<file path="src/rtl/alu_pkg.sv">
// Shared opcode, flag-index and flag-update-mask definitions for the ALU flag writeback stage.
package alu_pkg;

  localparam int FLAG_N = 6;

  localparam int CF = 5;
  localparam int ZF = 4;
  localparam int NF = 3;
  localparam int VF = 2;
  localparam int PF = 1;
  localparam int AF = 0;

  localparam logic [4:0] OP_INC = 5'b00001;
  localparam logic [4:0] OP_DEC = 5'b00011;
  localparam logic [4:0] OP_ADD = 5'b00100;
  localparam logic [4:0] OP_ADC = 5'b00101;
  localparam logic [4:0] OP_SUB = 5'b00110;
  localparam logic [4:0] OP_SBB = 5'b00111;
  localparam logic [4:0] OP_AND = 5'b01000;
  localparam logic [4:0] OP_OR  = 5'b01001;
  localparam logic [4:0] OP_XOR = 5'b01010;
  localparam logic [4:0] OP_NOT = 5'b01011;
  localparam logic [4:0] OP_SHL = 5'b10000;
  localparam logic [4:0] OP_SHR = 5'b10001;
  localparam logic [4:0] OP_SAL = 5'b10010;
  localparam logic [4:0] OP_SAR = 5'b10011;
  localparam logic [4:0] OP_ROL = 5'b10100;
  localparam logic [4:0] OP_ROR = 5'b10101;
  localparam logic [4:0] OP_RCL = 5'b10110;
  localparam logic [4:0] OP_RCR = 5'b10111;

  localparam logic [FLAG_N-1:0] ARITH_TAKE_MASK = 6'b111111;
  localparam logic [FLAG_N-1:0] LOGIC_TAKE_MASK = (6'd1 << ZF) | (6'd1 << NF) | (6'd1 << PF);
  localparam logic [FLAG_N-1:0] LOGIC_CLR_MASK  = (6'd1 << CF) | (6'd1 << VF);
  localparam logic [FLAG_N-1:0] SHIFT_TAKE_MASK = ~((6'd1 << VF) | (6'd1 << AF));

  typedef enum logic [1:0] {
    CLS_ARITH   = 2'd0,
    CLS_LOGIC   = 2'd1,
    CLS_SHIFT   = 2'd2,
    CLS_ILLEGAL = 2'd3
  } op_class_e;

  function automatic op_class_e op_class(input logic [4:0] f);
    op_class_e cls;
    case (f)
      OP_INC, OP_DEC, OP_ADD, OP_ADC, OP_SUB, OP_SBB: cls = CLS_ARITH;
      OP_AND, OP_OR, OP_XOR, OP_NOT:                  cls = CLS_LOGIC;
      OP_SHL, OP_SHR, OP_SAL, OP_SAR,
      OP_ROL, OP_ROR, OP_RCL, OP_RCR:                 cls = CLS_SHIFT;
      default:                                        cls = CLS_ILLEGAL;
    endcase
    return cls;
  endfunction

  function automatic logic is_legal(input logic [4:0] f);
    return op_class(f) != CLS_ILLEGAL;
  endfunction

  // Bits taken from the ALU status; illegal opcodes take nothing so flags hold.
  function automatic logic [FLAG_N-1:0] upd_mask(input logic [4:0] f);
    logic [FLAG_N-1:0] m;
    case (op_class(f))
      CLS_ARITH: m = ARITH_TAKE_MASK;
      CLS_LOGIC: m = LOGIC_TAKE_MASK;
      CLS_SHIFT: m = SHIFT_TAKE_MASK;
      default:   m = 6'b000000;
    endcase
    return m;
  endfunction

  function automatic logic [FLAG_N-1:0] clr_mask(input logic [4:0] f);
    logic [FLAG_N-1:0] m;
    if (op_class(f) == CLS_LOGIC) begin
      m = LOGIC_CLR_MASK;
    end else begin
      m = 6'b000000;
    end
    return m;
  endfunction

endpackage

</file>
<file path="src/rtl/alu_flag_writeback_if.sv">
// ALU-to-writeback handshake bundle: upstream ALU result port and downstream writeback port.
interface alu_flag_writeback_if #(
  parameter int DATA_W = 16,
  parameter int FLAG_W = 6
);
  logic              in_valid;
  logic              in_ready;
  logic [4:0]        in_f;
  logic [DATA_W-1:0] in_result;
  logic [FLAG_W-1:0] in_status;
  logic              out_valid;
  logic              out_ready;
  logic [DATA_W-1:0] out_result;
  logic [FLAG_W-1:0] out_flags;

  modport master (
    output in_valid, in_f, in_result, in_status, out_ready,
    input  in_ready, out_valid, out_result, out_flags
  );

  modport slave (
    input  in_valid, in_f, in_result, in_status, out_ready,
    output in_ready, out_valid, out_result, out_flags
  );
endinterface

</file>
<file path="src/rtl/alu_wb_fifo.sv">
// Two-entry valid/ready FIFO; the head is a dedicated register so the output holds its last value when empty.
module alu_wb_fifo #(
  parameter int W = 22
) (
  input  logic         clk,
  input  logic         rst_n,
  input  logic         push,
  input  logic         pop,
  input  logic [W-1:0] din,
  output logic [W-1:0] dout,
  output logic         valid,
  output logic         ready,
  output logic [1:0]   count
);

  logic [W-1:0] head_r;
  logic [W-1:0] tail_r;
  logic [1:0]   cnt_r;
  logic         ready_r;
  logic         do_push_s;
  logic         do_pop_s;
  logic [1:0]   cnt_nxt_s;

  assign do_push_s = push && ready_r;
  assign do_pop_s  = pop && (cnt_r != 2'd0);

  // Next occupancy from the push/pop pair.
  always_comb begin
    cnt_nxt_s = cnt_r;
    case ({do_push_s, do_pop_s})
      2'b10:   cnt_nxt_s = cnt_r + 2'd1;
      2'b01:   cnt_nxt_s = cnt_r - 2'd1;
      default: cnt_nxt_s = cnt_r;
    endcase
  end

  // Entry storage, occupancy and registered ready.
  always_ff @(posedge clk or negedge rst_n) begin
    if (!rst_n) begin
      head_r  <= {W{1'b0}};
      tail_r  <= {W{1'b0}};
      cnt_r   <= 2'd0;
      ready_r <= 1'b1;
    end else begin
      cnt_r   <= cnt_nxt_s;
      ready_r <= (cnt_nxt_s != 2'd2);
      if (do_pop_s) begin
        if (cnt_r == 2'd2) begin
          head_r <= tail_r;
          if (do_push_s) begin
            tail_r <= din;
          end else begin
            tail_r <= tail_r;
          end
        end else if (do_push_s) begin
          head_r <= din;
        end else begin
          head_r <= head_r;
        end
      end else if (do_push_s) begin
        if (cnt_r == 2'd0) begin
          head_r <= din;
        end else begin
          tail_r <= din;
        end
      end else begin
        head_r <= head_r;
      end
    end
  end

  assign dout  = head_r;
  assign valid = (cnt_r != 2'd0);
  assign ready = ready_r;
  assign count = cnt_r;

endmodule

</file>
<file path="src/rtl/alu_flag_writeback.sv">
// ALU flag writeback: per-opcode flag merge, carry feedback, sticky illegal-op error, 2-entry output buffer.
// Optional ALU_FLAG_FORCE_EN adds a whole-register flag overwrite port.
module alu_flag_writeback
  import alu_pkg::*;
#(
  parameter int DATA_W = 16,
  parameter int FLAG_W = 6
) (
  input  logic              clk,
  input  logic              rst_n,
  alu_flag_writeback_if.slave bus,
  output logic [FLAG_W-1:0] flags,
  output logic              cin_out,
  output logic              err_illegal,
  output logic [1:0]        occupancy
`ifdef ALU_FLAG_FORCE_EN
  ,
  input  logic              flag_wr_en,
  input  logic [FLAG_W-1:0] flag_wr_data
`endif
);

  logic [FLAG_W-1:0]        flags_r;
  logic [FLAG_W-1:0]        new_flags_s;
  logic [FLAG_N-1:0]        take_s;
  logic [FLAG_N-1:0]        clr_s;
  logic                     accept_s;
  logic                     ready_s;
  logic                     err_r;
  logic [DATA_W+FLAG_W-1:0] fifo_dout_s;

  assign accept_s = bus.in_valid && ready_s;

  // Masked-off status bits are ANDed away, so x there never reaches the flags.
  always_comb begin
    take_s      = upd_mask(bus.in_f);
    clr_s       = clr_mask(bus.in_f);
    new_flags_s = ((flags_r & ~take_s) | (bus.in_status & take_s)) & ~clr_s;
  end

  // Architectural flag register and sticky illegal-opcode error.
  always_ff @(posedge clk or negedge rst_n) begin
    if (!rst_n) begin
      flags_r <= {FLAG_W{1'b0}};
      err_r   <= 1'b0;
    end else begin
`ifdef ALU_FLAG_FORCE_EN
      if (flag_wr_en) begin
        flags_r <= flag_wr_data;
      end else if (accept_s) begin
        flags_r <= new_flags_s;
      end else begin
        flags_r <= flags_r;
      end
`else
      if (accept_s) begin
        flags_r <= new_flags_s;
      end else begin
        flags_r <= flags_r;
      end
`endif
      if (accept_s && !is_legal(bus.in_f)) begin
        err_r <= 1'b1;
      end else begin
        err_r <= err_r;
      end
    end
  end

  // The queued flags are the op-updated value, independent of any force.
  alu_wb_fifo #(
    .W(DATA_W + FLAG_W)
  ) u_fifo (
    .clk   (clk),
    .rst_n (rst_n),
    .push  (accept_s),
    .pop   (bus.out_ready),
    .din   ({bus.in_result, new_flags_s}),
    .dout  (fifo_dout_s),
    .valid (bus.out_valid),
    .ready (ready_s),
    .count (occupancy)
  );

  assign bus.in_ready   = ready_s;
  assign bus.out_result = fifo_dout_s[DATA_W+FLAG_W-1:FLAG_W];
  assign bus.out_flags  = fifo_dout_s[FLAG_W-1:0];
  assign flags          = flags_r;
  assign cin_out        = flags_r[CF];
  assign err_illegal    = err_r;

endmodule

</file>
<file path="src/flat_wrapper.sv">
// flat-port wrapper written by rule: the top's interface ports become plain ports
module alu_flag_writeback_flat import alu_pkg::*;
#(
  parameter int DATA_W = 16,
  parameter int FLAG_W = 6
)
  (clk, rst_n, flags, cin_out, err_illegal, occupancy, bus_in_valid, bus_in_f, bus_in_result, bus_in_status, bus_out_ready, bus_in_ready, bus_out_valid, bus_out_result, bus_out_flags);
  alu_flag_writeback_if #(.DATA_W(DATA_W), .FLAG_W(FLAG_W)) bus_i ();
  input  logic clk;
  input  logic rst_n;
  output logic [FLAG_W-1:0] flags;
  output logic cin_out;
  output logic err_illegal;
  output logic [1:0] occupancy;
  input wire logic [$bits(bus_i.in_valid)-1:0] bus_in_valid;
  input wire logic [$bits(bus_i.in_f)-1:0] bus_in_f;
  input wire logic [$bits(bus_i.in_result)-1:0] bus_in_result;
  input wire logic [$bits(bus_i.in_status)-1:0] bus_in_status;
  input wire logic [$bits(bus_i.out_ready)-1:0] bus_out_ready;
  output wire logic [$bits(bus_i.in_ready)-1:0] bus_in_ready;
  output wire logic [$bits(bus_i.out_valid)-1:0] bus_out_valid;
  output wire logic [$bits(bus_i.out_result)-1:0] bus_out_result;
  output wire logic [$bits(bus_i.out_flags)-1:0] bus_out_flags;
  assign bus_i.in_valid = bus_in_valid;
  assign bus_i.in_f = bus_in_f;
  assign bus_i.in_result = bus_in_result;
  assign bus_i.in_status = bus_in_status;
  assign bus_i.out_ready = bus_out_ready;
  assign bus_in_ready = bus_i.in_ready;
  assign bus_out_valid = bus_i.out_valid;
  assign bus_out_result = bus_i.out_result;
  assign bus_out_flags = bus_i.out_flags;
  alu_flag_writeback #(.DATA_W(DATA_W), .FLAG_W(FLAG_W)) u_core (.clk(clk), .rst_n(rst_n), .bus(bus_i), .flags(flags), .cin_out(cin_out), .err_illegal(err_illegal), .occupancy(occupancy));
endmodule
</file>
<file path="config.mk">
export PLATFORM = sky130hd
export DESIGN_NAME = alu_flag_writeback_flat
export DESIGN_NICKNAME = d
export VERILOG_FILES = /design/src/rtl/alu_pkg.sv /design/src/rtl/alu_flag_writeback_if.sv /design/src/rtl/alu_wb_fifo.sv /design/src/rtl/alu_flag_writeback.sv /design/src/flat_wrapper.sv
export SDC_FILE = /design/constraint.sdc
export NUM_CORES = 1
export LEC_CHECK = 0
export ABC_AREA = 1
export CORE_MARGIN = 4
export CORE_UTILIZATION = 45
export DETAILED_ROUTE_END_ITERATION = 7
export PLACE_DENSITY_LB_ADDON = 0.2
export SLEW_MARGIN = 15
export SYNTH_ARGS = -nofsm -noshare
export SYNTH_HDL_FRONTEND = slang
export SYNTH_SLANG_ARGS = --single-unit
</file>
<file path="constraint.sdc">
create_clock -name clk -period 2.33 [get_ports clk]
set_clock_uncertainty 0.2 [all_clocks]
set_input_delay 0.466 -clock clk [delete_from_list [all_inputs] [get_ports clk]]
set_output_delay 0.466 -clock clk [all_outputs]
set_load 0.01 [all_outputs]
</file>
Yosys cells after proc, flatten, opt, wreduce, memory -nomap -nowiden
Memories as Yosys holds them, arrays and structs flattened.
Cells that the tools add are included.
W data, S select, Z words.
{"block": "word_totals", "in_bits": 31, "register_bits": 54, "memories": 3, "word_cells": 53, "rom_bits": 192, "output_inout_bits": 34}
{"block": "op_classes", "n_mux": 12, "reduce_logical": 13, "n_eq_ne": 11, "n_bitwise": 6, "n_addsub": 2}
{"memory": "(name not given)", "words": 32, "width": 2, "rd": 1, "rd_ports_with_merged_regs": 0, "wr": 0, "line": "alu_pkg.sv:46", "source": "case (f)"}
{"memory": "(name not given)", "words": 32, "width": 2, "rd": 1, "rd_ports_with_merged_regs": 0, "wr": 0, "line": "alu_pkg.sv:46"}
{"memory": "(name not given)", "words": 32, "width": 2, "rd": 1, "rd_ports_with_merged_regs": 0, "wr": 0, "line": "alu_pkg.sv:46"}
{"operator": "$mux W22", "count": 9}
{"operator": "$and A6 B6 Y6", "count": 3}
{"operator": "$pmux W6 S3", "count": 1}
{"operator": "$not A6 Y6", "count": 2}
{"operator": "$ne A2 B2 Y1 const B", "count": 4}
{"operator": "$reduce_bool A2 Y1", "count": 4}
{"operator": "$eq A2 B1 Y1 const B", "count": 3}
{"operator": "$eq A2 B2 Y1 const B", "count": 3}
{"operator": "$mux W6", "count": 1}
{"operator": "$or A6 B6 Y6", "count": 1}
{"operator": "$logic_and A1 B1 Y1", "count": 4}
{"operator": "$logic_not A2 Y1", "count": 2}
{"operator": "$pmux W2 S2", "count": 1}
{"operator": "$reduce_and A4 Y1", "count": 1}
{"operator": "$reduce_and A3 Y1", "count": 1}
{"operator": "$add A2 B1 Y2 const B", "count": 1}
{"operator": "$ne A2 B1 Y1 const B", "count": 1}
{"operator": "$sub A2 B1 Y2 const B", "count": 1}
{"operator": "$logic_not A1 Y1", "count": 1}

Logic depth before layout (Yosys ltp)
An unclocked memory read counts as a cell.
{"block": "logic_depth", "depth_word": 10, "mapped_depth": 10, "ltp_nobuf": 9}

Cells and area by module
A second synthesis with hierarchy kept.
{"block": "unflattened", "hier_cells": 349, "area_unflattened_um2": 2746.4}
{"mod": "alu_wb_fifo", "seq_area_each_um2": 1177.4, "area_per_inst_um2": 2294.7, "instances": 1, "cells_per_inst": 283}
{"mod": "alu_flag_writeback", "seq_area_each_um2": 175.2, "area_per_inst_um2": 451.7, "instances": 1, "cells_per_inst": 66}

Least setup slack after synthesis
No wires, ideal clock.
{"block": "synth_timing", "kind": "reg-to-reg", "start": "register u_core.u_fifo.ready_r (netlist: u_core.u_fifo.ready)", "end": "register u_core.u_fifo.tail_r[0]", "path_stages_with_launch": 9, "required_time_ns": 2.000, "period_less_slack_ns": 1.878, "path_buffers": 2, "setup_slack_ns": 0.452, "arrival_ns": 1.547, "setup_ns": 0.130, "cell_sequence": "dfstp_2 -> nand2_1 -> clkbuf_1 -> ha_1 -> a21oi_1 -> nand2_2 -> buf_2 -> nand2_1 -> o21ai_0"}
{"block": "synth_via", "elab_chain_cells": 4, "word_cells_on_any_way": 5, "classes_between": "eq/ne (1); reduce/logical (4)"}
{"item": "start, declared", "line": "alu_wb_fifo.sv:19", "source": "logic ready_r;"}
{"item": "start signal, assigned", "line": "alu_wb_fifo.sv:46", "source": "ready_r <= (cnt_nxt_s != 2'd2);"}
{"item": "$logic_and A1 B1 Y1", "line": "alu_flag_writeback.sv:32", "source": "assign accept_s = bus.in_valid && ready_s;"}
{"item": "$logic_and A1 B1 Y1 (*)", "line": "alu_wb_fifo.sv:24", "source": "assign do_push_s = push && ready_r;"}
{"item": "$ne A2 B2 Y1 (no source line) / $reduce_bool A2 Y1 (equally long branches)"}
{"item": "$reduce_and A4 Y1 (no source line) (*)"}
{"item": "end signal, assigned", "line": "alu_wb_fifo.sv:41", "source": "tail_r <= {W{1'b0}};"}
{"item": "end signal, assigned", "line": "alu_wb_fifo.sv:51", "source": "tail_r <= din;"}
{"item": "end signal, assigned", "line": "alu_wb_fifo.sv:53", "source": "tail_r <= tail_r;"}
{"item": "end, declared", "line": "alu_wb_fifo.sv:17", "source": "logic [W-1:0] tail_r;"}
Every way passes the cells marked *; elsewhere a longest branch is shown, timed or not.
A chain may end at the register's enable or synchronous reset.

Final worst setup path
{"block": "layout_timing", "start": "register u_core.u_fifo.cnt_r[0] (netlist: u_core.u_fifo.count[0])", "end": "output bus_out_valid"}
{"block": "layout_via", "elab_chain_cells": 1}
{"item": "start, declared", "line": "alu_wb_fifo.sv:18", "source": "logic [1:0] cnt_r;"}
{"item": "start signal, assigned", "line": "alu_wb_fifo.sv:45", "source": "cnt_r <= cnt_nxt_s;"}
{"item": "$reduce_bool A2 Y1", "line": "alu_wb_fifo.sv:73", "source": "assign valid = (cnt_r != 2'd0);"}
{"item": "end, declared", "line": "flat_wrapper.sv:21", "source": "output wire logic [$bits(bus_i.out_valid)-1:0] bus_out_valid;"}
No other way between the ends.

==> impl_metrics.yaml <==
global_routing:
  grt_pass1_vias: 2190
  grt_overflow: 0
  grt_usage: 0.178
  grt_start_max_net_pins: 45
  antenna_found_initial: 0
  grt_pass1_wl_um: 9440
power:
  irDropWorstVdd_uv: 520
  fin_total_pwr_mw: 4.26
  p_leak_nw: 1.72
  powerDensity_nw_per_um2: 1260
timing:
  whs_ns: 0.284
  max_freq_mhz: 457
  maxSlewViolCount: 0
  setup_viol: 0
  worst_pin_slew_ns: 0.620
  rsz0062_at_grt: "false"
  finalCriticalPeriod_ns: 2.19
  finalHoldViolCount: 0
  finalCritPeriodShare: 0.939
  slew_headroom: 0.587
yosys:
  synth_area_sq_um: 2510
  synth_most_common_cell: "nand2_1"
  synth.distinct_cells: 24
  synth_cells: 313
  yosysWarnings: 0
  async_reset_ff_frac: 1.00
  ys_top_cells_by_area: "dfrtp_1 53%, nand2_1 19%, o21ai_0 6.2%"
  syn-num-nets: 346
  ys_seq_area_frac: 0.538
  synth-seq-cells: 54
  synth_ff_type: "dfrtp_1"
  syn_avg_cell_area_sq_um: 8.03
  synthTopCellsByCount: "130 x nand2_1, 53 x dfrtp_1, 31 x o21ai_0"
  synth-edff-count: 0
  synth_top_area_frac: 0.527
  yosysTopAreaCell: "dfrtp_1"
worst_hold_path:
  min_from: "u_core.u_fifo.dout[0]"
  hold_end: "u_core.u_fifo.dout[0]"
  hold_path.class: "flop to flop"
  hold-path-cell-count: 2
clock_network:
  cts.sink_count: 54
  clkLatencyLatePin_ns: 0.30
  htreeDepth: 2
  post-cts-setup-buffer-count: 0
  clkTransAtPathRegs_ns: 0.09
  cts-root-buf: "clkbuf_8"
  cts_tree: "yes"
  cts_buffers: 5
  cts_max_path_buffers: 2
worst_setup_path:
  critical_path_class: "flop to primary output"
  worstPathArrival_ns: 1.52
  cpPeakStageDelay_ns: 0.55
  critical-path-top-delay-family: "buffers and inverters"
  cp_max_fo: 9
  startpoint_type: "flop"
  worstPathRequired_ns: 1.66
  worstPathCellList: "nor2_2 -> inv_2 -> clkdlybuf4s50_1"
  r2r_setup_slack_ns: 0.35
  reg2reg_depth: 8
  cp-end-kind: "primary output"
  worstPathBufferInverterCount: 2
  r2r_start: "u_core.u_fifo.count[0]"
  slowest_stage: "dfrtp_1"
  r2r_end: "u_core.u_fifo.ready"
floorplanning:
  ios: 65
  start_util: 0.477
  dieHeight_um: 82.8
  core_area_sq_um: 5270
  die_area_sq_um: 6850
  fp.dieW_um: 82.8
  rows: 26
finish:
  antenna_cells: 0
  final_nets: 416
  synthToLayoutAreaGrowth_pct: 34.8
  drive_gt1_frac: 0.0859
  fillerInstances: 462
placement:
  io_buffers: 63
  post-dp-hpwl_um: 3890
  gp_congestion: 0.788
detailed_routing:
  drt_wl_total_um: 5350
  post-route-drc-count: 0
  drt_first_pass_iters: 4
  ant_nets: 0
  drt-initial-drc-count: 166
  vias_per_cell: 4.78
  vias: 2171
  wl_per_cell_um: 11.8
job:
  cap_violations: 0
status:
  status: "finished, final reports clean"
## power by group
group          internal (mW)  switching, mW  leakage [nW]
sequential              1.38          0.243         0.668
clock                  0.321          0.293        0.0514
combinational          0.995           1.03          1.01
total                   2.69           1.57          1.72
## cell usage in the layout, fill, tap and decap left out, drive strengths merged, types with 2 or more instances in the layout
cell and n:
nand2 132, o21ai 47, clkdlybuf4s50 62, inv 28
a21oi 3, nor2 17, ha 2, clkbuf 6
buf 13, dfrtp 53, nand3 12
## layer usage
metal	global-route usage	routed length, um
met5	0	0
met4	0.0507	48
met3	0.0401	278
met2	0.299	2590
met1	0.229	2430
## worst max path at each step
stage / start / end / slack [ns] / depth (start not counted)
finish: u_core.u_fifo.count[0] / bus_out_valid / 0.14 / 3
global route: u_core.u_fifo.count[0] / bus_out_valid / 0.06 / 3
CTS: u_core.u_fifo.count[0] / bus_out_valid / 0.13 / 3
detailed placement: bus_out_ready / u_core.u_fifo.ready / -0.01 / 9
global placement: bus_out_ready / u_core.u_fifo.tail_r[12] / 0.04 / 10
floorplan: u_core.u_fifo.ready / u_core.u_fifo.tail_r[0] / 0.45 / 8
## flip-flops by register name, indices dropped and copies added, names as in the netlist
name and count:
u_core.err_illegal 1, u_core.u_fifo.ready 1, u_core.u_fifo.dout 22, u_core.u_fifo.count 2
u_core.u_fifo.tail_r 22, u_core.flags 6
## stage by stage
step	setup WS, ns	cells	utilization	setup TNS [ns]	instance area, sq um
floorplan	0.452	313	-	0	2510
global route	0.0573	454	0.643	0	3390
CTS	0.132	454	0.643	0	3390
finish	0.142	454	0.643	0	3390
global placement	0.0408	445	0.621	0	3270
detailed placement	-0.0139	445	0.621	-0.0139	3270
## repair_timing
action | CTS | global route
hold buffers | 1 | 0
endpoints found under the hold margin | 25 | 0
resized for setup | 0 | 0
## kinds of logic after synthesis
logic type               count (synthesis)  synth area share
buffers and inverters                   41            0.0806
flip-flops                              54             0.538
adder cells (fa/ha/maj)                  2           0.00995
AND/OR/NAND/NOR                        163             0.262
AO/OA/AOI/OAI                           52             0.106
XOR/XNOR                                 1           0.00348
## worst min-delay path, cell delays in order, from the launching register on
cell and delay, ns:
dfrtp_1 0.35, nand2_1 0.05, nand2_1 0.05
## cell type report
type / count / area (sq um) / area share
multi-input combinational: 218 / 960 / 0.283
inverter: 28 / 105 / 0.0310
tap: 70 / 87.6 / 0.0258
clock inverter: 2 / 37.5 / 0.0111
sequential: 54 / 1350 / 0.399
clock buffer: 6 / 72.6 / 0.0214
timing repair buffer: 76 / 776 / 0.229
Power figures use the tool's default switching activity.
